<file path="src/rtl/dmem_port_arbiter_pkg.sv">
// Shared sizing defaults, read-owner encoding and starvation-counter helper
// for the data-memory port arbiter.
package dmem_port_arbiter_pkg;

  localparam int DEF_DBITS        = 32;
  localparam int DEF_ADDRBITS     = 32;
  localparam int DEF_DMEMADDRBITS = 16;
  localparam int DEF_DMEMWORDBITS = 2;
  localparam int DEF_STARVE_LIMIT = 4;

  typedef enum logic [1:0] {
    RD_NONE = 2'd0,
    RD_P    = 2'd1,
    RD_H    = 2'd2
  } rd_owner_e;

  // A denied host request ages the counter up to the limit; anything else clears it.
  function automatic logic [3:0] starve_next(input logic [3:0] cnt,
                                             input logic       h_req,
                                             input logic       h_gnt,
                                             input logic [3:0] limit);
    logic [3:0] nxt;
    if (h_req && !h_gnt) begin
      nxt = (cnt == limit) ? cnt : cnt + 4'd1;
    end else begin
      nxt = 4'd0;
    end
    return nxt;
  endfunction

endpackage

</file>
<file path="src/rtl/dmem_port_arbiter.sv">
// Shares the single-port data memory between the MEM stage and a host port.
// MEM stage has priority; a starvation counter forces a host grant periodically.
module dmem_port_arbiter
  import dmem_port_arbiter_pkg::*;
#(
  parameter int DBITS        = DEF_DBITS,
  parameter int ADDRBITS     = DEF_ADDRBITS,
  parameter int DMEMADDRBITS = DEF_DMEMADDRBITS,
  parameter int DMEMWORDBITS = DEF_DMEMWORDBITS,
  parameter int STARVE_LIMIT = DEF_STARVE_LIMIT
) (
  input  logic                             clk,
  input  logic                             reset,
  input  logic                             p_req_i,
  input  logic                             p_we_i,
  input  logic [ADDRBITS-1:0]              p_addr_i,
  input  logic [DBITS-1:0]                 p_wdata_i,
  output logic                             p_stall_o,
  output logic                             p_rvalid_o,
  output logic [DBITS-1:0]                 p_rdata_o,
  input  logic                             h_req_i,
  input  logic                             h_we_i,
  input  logic [ADDRBITS-1:0]              h_addr_i,
  input  logic [DBITS-1:0]                 h_wdata_i,
  output logic                             h_gnt_o,
  output logic                             h_rvalid_o,
  output logic [DBITS-1:0]                 h_rdata_o,
  output logic                             mem_en_o,
  output logic                             mem_we_o,
  output logic [DMEMADDRBITS-DMEMWORDBITS-1:0] mem_addr_o,
  output logic [DBITS-1:0]                 mem_wdata_o,
  input  logic [DBITS-1:0]                 mem_rdata_i
);

  localparam logic [3:0] STARVE_MAX = 4'(STARVE_LIMIT);

  logic [3:0] starve_q, starve_d;
  rd_owner_e  rd_owner_q, rd_owner_d;
  logic       p_win_s, h_win_s;
  logic       unused_addr_s;

  // Address bits outside the decoded window are intentionally dropped.
  assign unused_addr_s = ^{p_addr_i[ADDRBITS-1:DMEMADDRBITS], p_addr_i[DMEMWORDBITS-1:0],
                           h_addr_i[ADDRBITS-1:DMEMADDRBITS], h_addr_i[DMEMWORDBITS-1:0]};

  always_comb begin
    p_win_s = 1'b0;
    h_win_s = 1'b0;
    if (reset) begin
      p_win_s = 1'b0;
      h_win_s = 1'b0;
    end else if (h_req_i && (starve_q == STARVE_MAX)) begin
      h_win_s = 1'b1;
    end else if (p_req_i) begin
      p_win_s = 1'b1;
    end else if (h_req_i) begin
      h_win_s = 1'b1;
    end else begin
      p_win_s = 1'b0;
      h_win_s = 1'b0;
    end
  end

  always_comb begin
    mem_en_o    = p_win_s | h_win_s;
    mem_we_o    = 1'b0;
    mem_addr_o  = '0;
    mem_wdata_o = '0;
    if (h_win_s) begin
      mem_we_o    = h_we_i;
      mem_addr_o  = h_addr_i[DMEMADDRBITS-1:DMEMWORDBITS];
      mem_wdata_o = h_wdata_i;
    end else if (p_win_s) begin
      mem_we_o    = p_we_i;
      mem_addr_o  = p_addr_i[DMEMADDRBITS-1:DMEMWORDBITS];
      mem_wdata_o = p_wdata_i;
    end else begin
      mem_we_o    = 1'b0;
      mem_addr_o  = '0;
      mem_wdata_o = '0;
    end
  end

  assign p_stall_o = p_req_i & ~p_win_s & ~reset;
  assign h_gnt_o   = h_win_s;
  assign starve_d  = starve_next(starve_q, h_req_i, h_win_s, STARVE_MAX);

  always_comb begin
    rd_owner_d = RD_NONE;
    if (p_win_s && !p_we_i) begin
      rd_owner_d = RD_P;
    end else if (h_win_s && !h_we_i) begin
      rd_owner_d = RD_H;
    end else begin
      rd_owner_d = RD_NONE;
    end
  end

  always_ff @(posedge clk) begin
    if (reset) begin
      starve_q   <= 4'd0;
      rd_owner_q <= RD_NONE;
    end else begin
      starve_q   <= starve_d;
      rd_owner_q <= rd_owner_d;
    end
  end

  // Reset also masks a read that is already in flight this cycle.
  always_comb begin
    p_rvalid_o = 1'b0;
    h_rvalid_o = 1'b0;
    case (rd_owner_q)
      RD_P:    p_rvalid_o = ~reset;
      RD_H:    h_rvalid_o = ~reset;
      default: begin
        p_rvalid_o = 1'b0;
        h_rvalid_o = 1'b0;
      end
    endcase
  end

  assign p_rdata_o = p_rvalid_o ? mem_rdata_i : '0;
  assign h_rdata_o = h_rvalid_o ? mem_rdata_i : '0;

endmodule
</file>
<file path="config.mk">
export PLATFORM = sky130hd
export DESIGN_NAME = dmem_port_arbiter
export DESIGN_NICKNAME = d
export VERILOG_FILES = /design/src/rtl/dmem_port_arbiter_pkg.sv /design/src/rtl/dmem_port_arbiter.sv
export SDC_FILE = /design/constraint.sdc
export NUM_CORES = 1
export LEC_CHECK = 0
export CAP_MARGIN = 20
export CORE_AREA = 2 2 111 113
export DETAILED_ROUTE_END_ITERATION = 8
export DIE_AREA = 0 0 113 115
export SLEW_MARGIN = 20
export SYNTH_ARGS = -nofsm -noshare
export SYNTH_HDL_FRONTEND = slang
export SYNTH_SLANG_ARGS = --single-unit
</file>
<file path="constraint.sdc">
create_clock -name clk -period 4.4 [get_ports clk]
set_input_delay 0.88 -clock clk [delete_from_list [all_inputs] [get_ports clk]]
set_output_delay 0.88 -clock clk [all_outputs]
set_load 0.02 [all_outputs]
</file>
==> impl_results.md <==
- Hold path depth: 1
- Via-to-Cell Ratio: 3.92
- Max_slew headroom: 80.5%
- Nets: 567
- Tmin final: between 3 and 4 ns
- Area delta synth->final: 221%
- Postcts setup bufs: 0
- CP Class: in -> out
- Largest net degree at the start of global routing: 50
- Clock buffer depth: 2
- CP max FO: 49
- Unrepaired setup endpoints after global routing: no
- 1st-iter DRT viols: 63
- Synth top area share: between 30% and 40%
- Final hold slack: approximately 0.46 ns
- Worst hold path endpoint: starve_q[0]
- Worst reg2reg setup slack: 3.00 ns
- CP max stage delay: 0.62 ns
- Fraction of the cycle the final worst path needs: 87.2%
- Clock Tree Root: clkbuf_16
- Max-slew violations: 0
- Routed len/inst: approximately 13 microns
- Max Cap Viol: 0
- Peak VDD IR: 0.115 mV
- Avg Inst Size Synth: 7.54 sq um
- HPWL Detailed: a little over 6 mm
- Met3 GRT Util: 3.58%
- CP bufs+invs: 3
- Slew of the pin with the lowest slew margin: 0.292 ns
- Post_cts resized: 0
- First-pass detailed-route iteration total: 6
- Post-synth top area cell: a22o_1
- Crit path DAT: 2.96 ns
- Antenna violations before repair: 0
- Post-route antenna net violation count: 0
- FF-to-FF path depth: 6
- Leakage: 1.49 nW
- Cell Pwr Density: 126 nW/um^2
- Ranking of synthesized cells by area: a22o_1 34%, and2_1 33%, dfxtp_1 9.9%, buf_6 2.8%, buf_2 2.5%
- GP Congestion: about 0.7
- Crit. End Element: output port
- Sequential element share of the synthesized area: 9.90%
- Share of cells above drive strength 1: 3.02%
- Crit path max-delay family: buffers and inverters
- Global-route met2 utilization: 19.8%
- Failing checks: design-rule violations
- DRC Markers: 19
- Max Fclk: 0.261 GHz
- Total CTS buffers: 3
- Final setup vio count: 0
- RR Startpoint: starve_q[0]
- Clock sinks: 6
- Die X: 113 microns
- Slowest library cell on the worst path: clkdlybuf4s50_1
- # diodes: 0
- Tot GR Track Use: 9.49%
- Fillers: 1,292
- Setup TNS: 0 ns
- Starting Density: 10.3%
- Worst Hold Launch: starve_q[0]
- Vias in the first global route: a little over 2,000
- Ports: 282
- Die area: between 10,000 and 15,000 sq um
- Core box area: 11,800 sq um
- Final clock skew: 0.00176 ns
- Hold crit path type: reg -> reg
- Syn Inst Count: 161
- Post-CTS Hold Buffers: 0
- Global route hottest layer: met2
- Final count of hold timing violations: 0
- H-tree depth: 1
- # rows: 40
- Synth Cell Area: 1210 sq um
- CTS tree: built
- Most frequent CP cell: clkdlybuf4s50_1
- First-pass GRT wire length: 10.0 mm
- Met1 Use GR: 8.93%
- PortBufs: 245
- RR Endpoint: rd_owner_q[0]
- Setup crit start kind: input port
- Final WL: 6.95 mm
- Status: complete, but fails checks
- Vias post-DR: 2,135
- Clk slew on worst S/H paths: 0.03 ns
- Net count after synthesis: roughly 330
- Die H: ~120 microns
- Clk Latency, worst-skew pair: between 0.2 and 0.25 ns
- Grt total ovfl: 0
- YS warnings: 0
- WP data required: 3.52 ns
- Yosys cell types: 20
- Synthesized flop and latch total: 6
- Worst path cell trace: clkdlybuf4s50_1, nor2b_2, a21boi_4, buf_12, a22o_1, clkdlybuf4s50_1
==> sequential cells by signal (all words and copies together), names as in the netlist <==
register    flops
starve_q        4
rd_owner_q      2
==> metrics by stage <==
stage               setup WS, ns  util (%)  area [sq um]  total power [mW]  cells
floorplan                   1.73         -          1210             0.154    161
CTS                        0.535      33.0          3900             0.499    544
detailed placement         0.543      32.4          3820             0.351    541
finish                     0.562      33.0          3900             0.492    544
global route               0.465      33.0          3900             0.516    544
global placement           0.593      32.4          3820             0.348    541
==> how the worst max path moves through the flow <==
| stage | cells past startpoint | start | slack [ns] | end |
|---|---|---|---|---|
| floorplan | 5 | h_req_i | 1.73 | mem_wdata_o[21] |
| global placement | 6 | reset | 0.59 | mem_wdata_o[29] |
| CTS | 6 | reset | 0.54 | mem_wdata_o[29] |
| finish | 6 | reset | 0.56 | mem_wdata_o[29] |
| detailed placement | 6 | reset | 0.54 | mem_wdata_o[29] |
| global route | 6 | reset | 0.46 | mem_wdata_o[29] |
==> power by group <==
part	switching [mW]	total, mW	internal [mW]	leakage [nW]
Sequential	0.000796	0.0567	0.0559	0.0487
Combinational	0.106	0.290	0.184	1.40
Clock	0.0282	0.145	0.116	0.0370
Total	0.135	0.492	0.357	1.49
==> cell families after synthesis <==
group,after synthesis,share of synthesized area [%]
buffers and inverters,21,9.59
AOI/OAI and AO/OA,49,35.7
xor gates and xnor gates,1,0.722
muxes,1,0.825
adders and majority gates,2,2.06
and+or+nand+nor,81,41.2
DFF,6,9.90
==> cell usage after synthesis, drive strengths merged <==
cell,number
nand3,2
buf,11
clkbuf,5
dfxtp,6
ha,2
and2,64
mux2i,1
inv,5
xnor2,1
nor2,8
nor3b,2
a21boi,1
nand3b,1
nor2b,3
a22o,47
o211a,1
nand2,1
==> metal layers <==
| layer | vias to the layer above | wire (microns) |
|---|---|---|
| met2 | 159 | 3700 |
| met5 | - | 0 |
| met4 | 0 | 0 |
| met1 | 932 | 2110 |
| li1 | 1044 | - |
| met3 | 0 | 1130 |
==> area by class of cell <==
type                    count  area (sq um)  share of cell area, %
repair buffers            249          2510                   64.3
well taps                 147           184                   4.72
clock buffers               3          75.1                   1.92
flip-flops and latches      6           120                   3.08
inverters                   5          18.8                  0.481
multi-input cells         134           995                   25.5
==> placed cells by master (no fill, tap or decap), types with 3 or more instances in the layout <==
| cell type | synthesis | layout |
|---|---|---|
| inv_1 | 5 | 5 |
| dfxtp_1 | 6 | 6 |
| nor2_1 | 8 | 8 |
| a22o_1 | 47 | 47 |
| clkdlybuf4s50_1 | 0 | 245 |
| clkbuf_16 | 0 | 3 |
| and2_1 | 64 | 64 |
(Power assumes the default switching activity.)
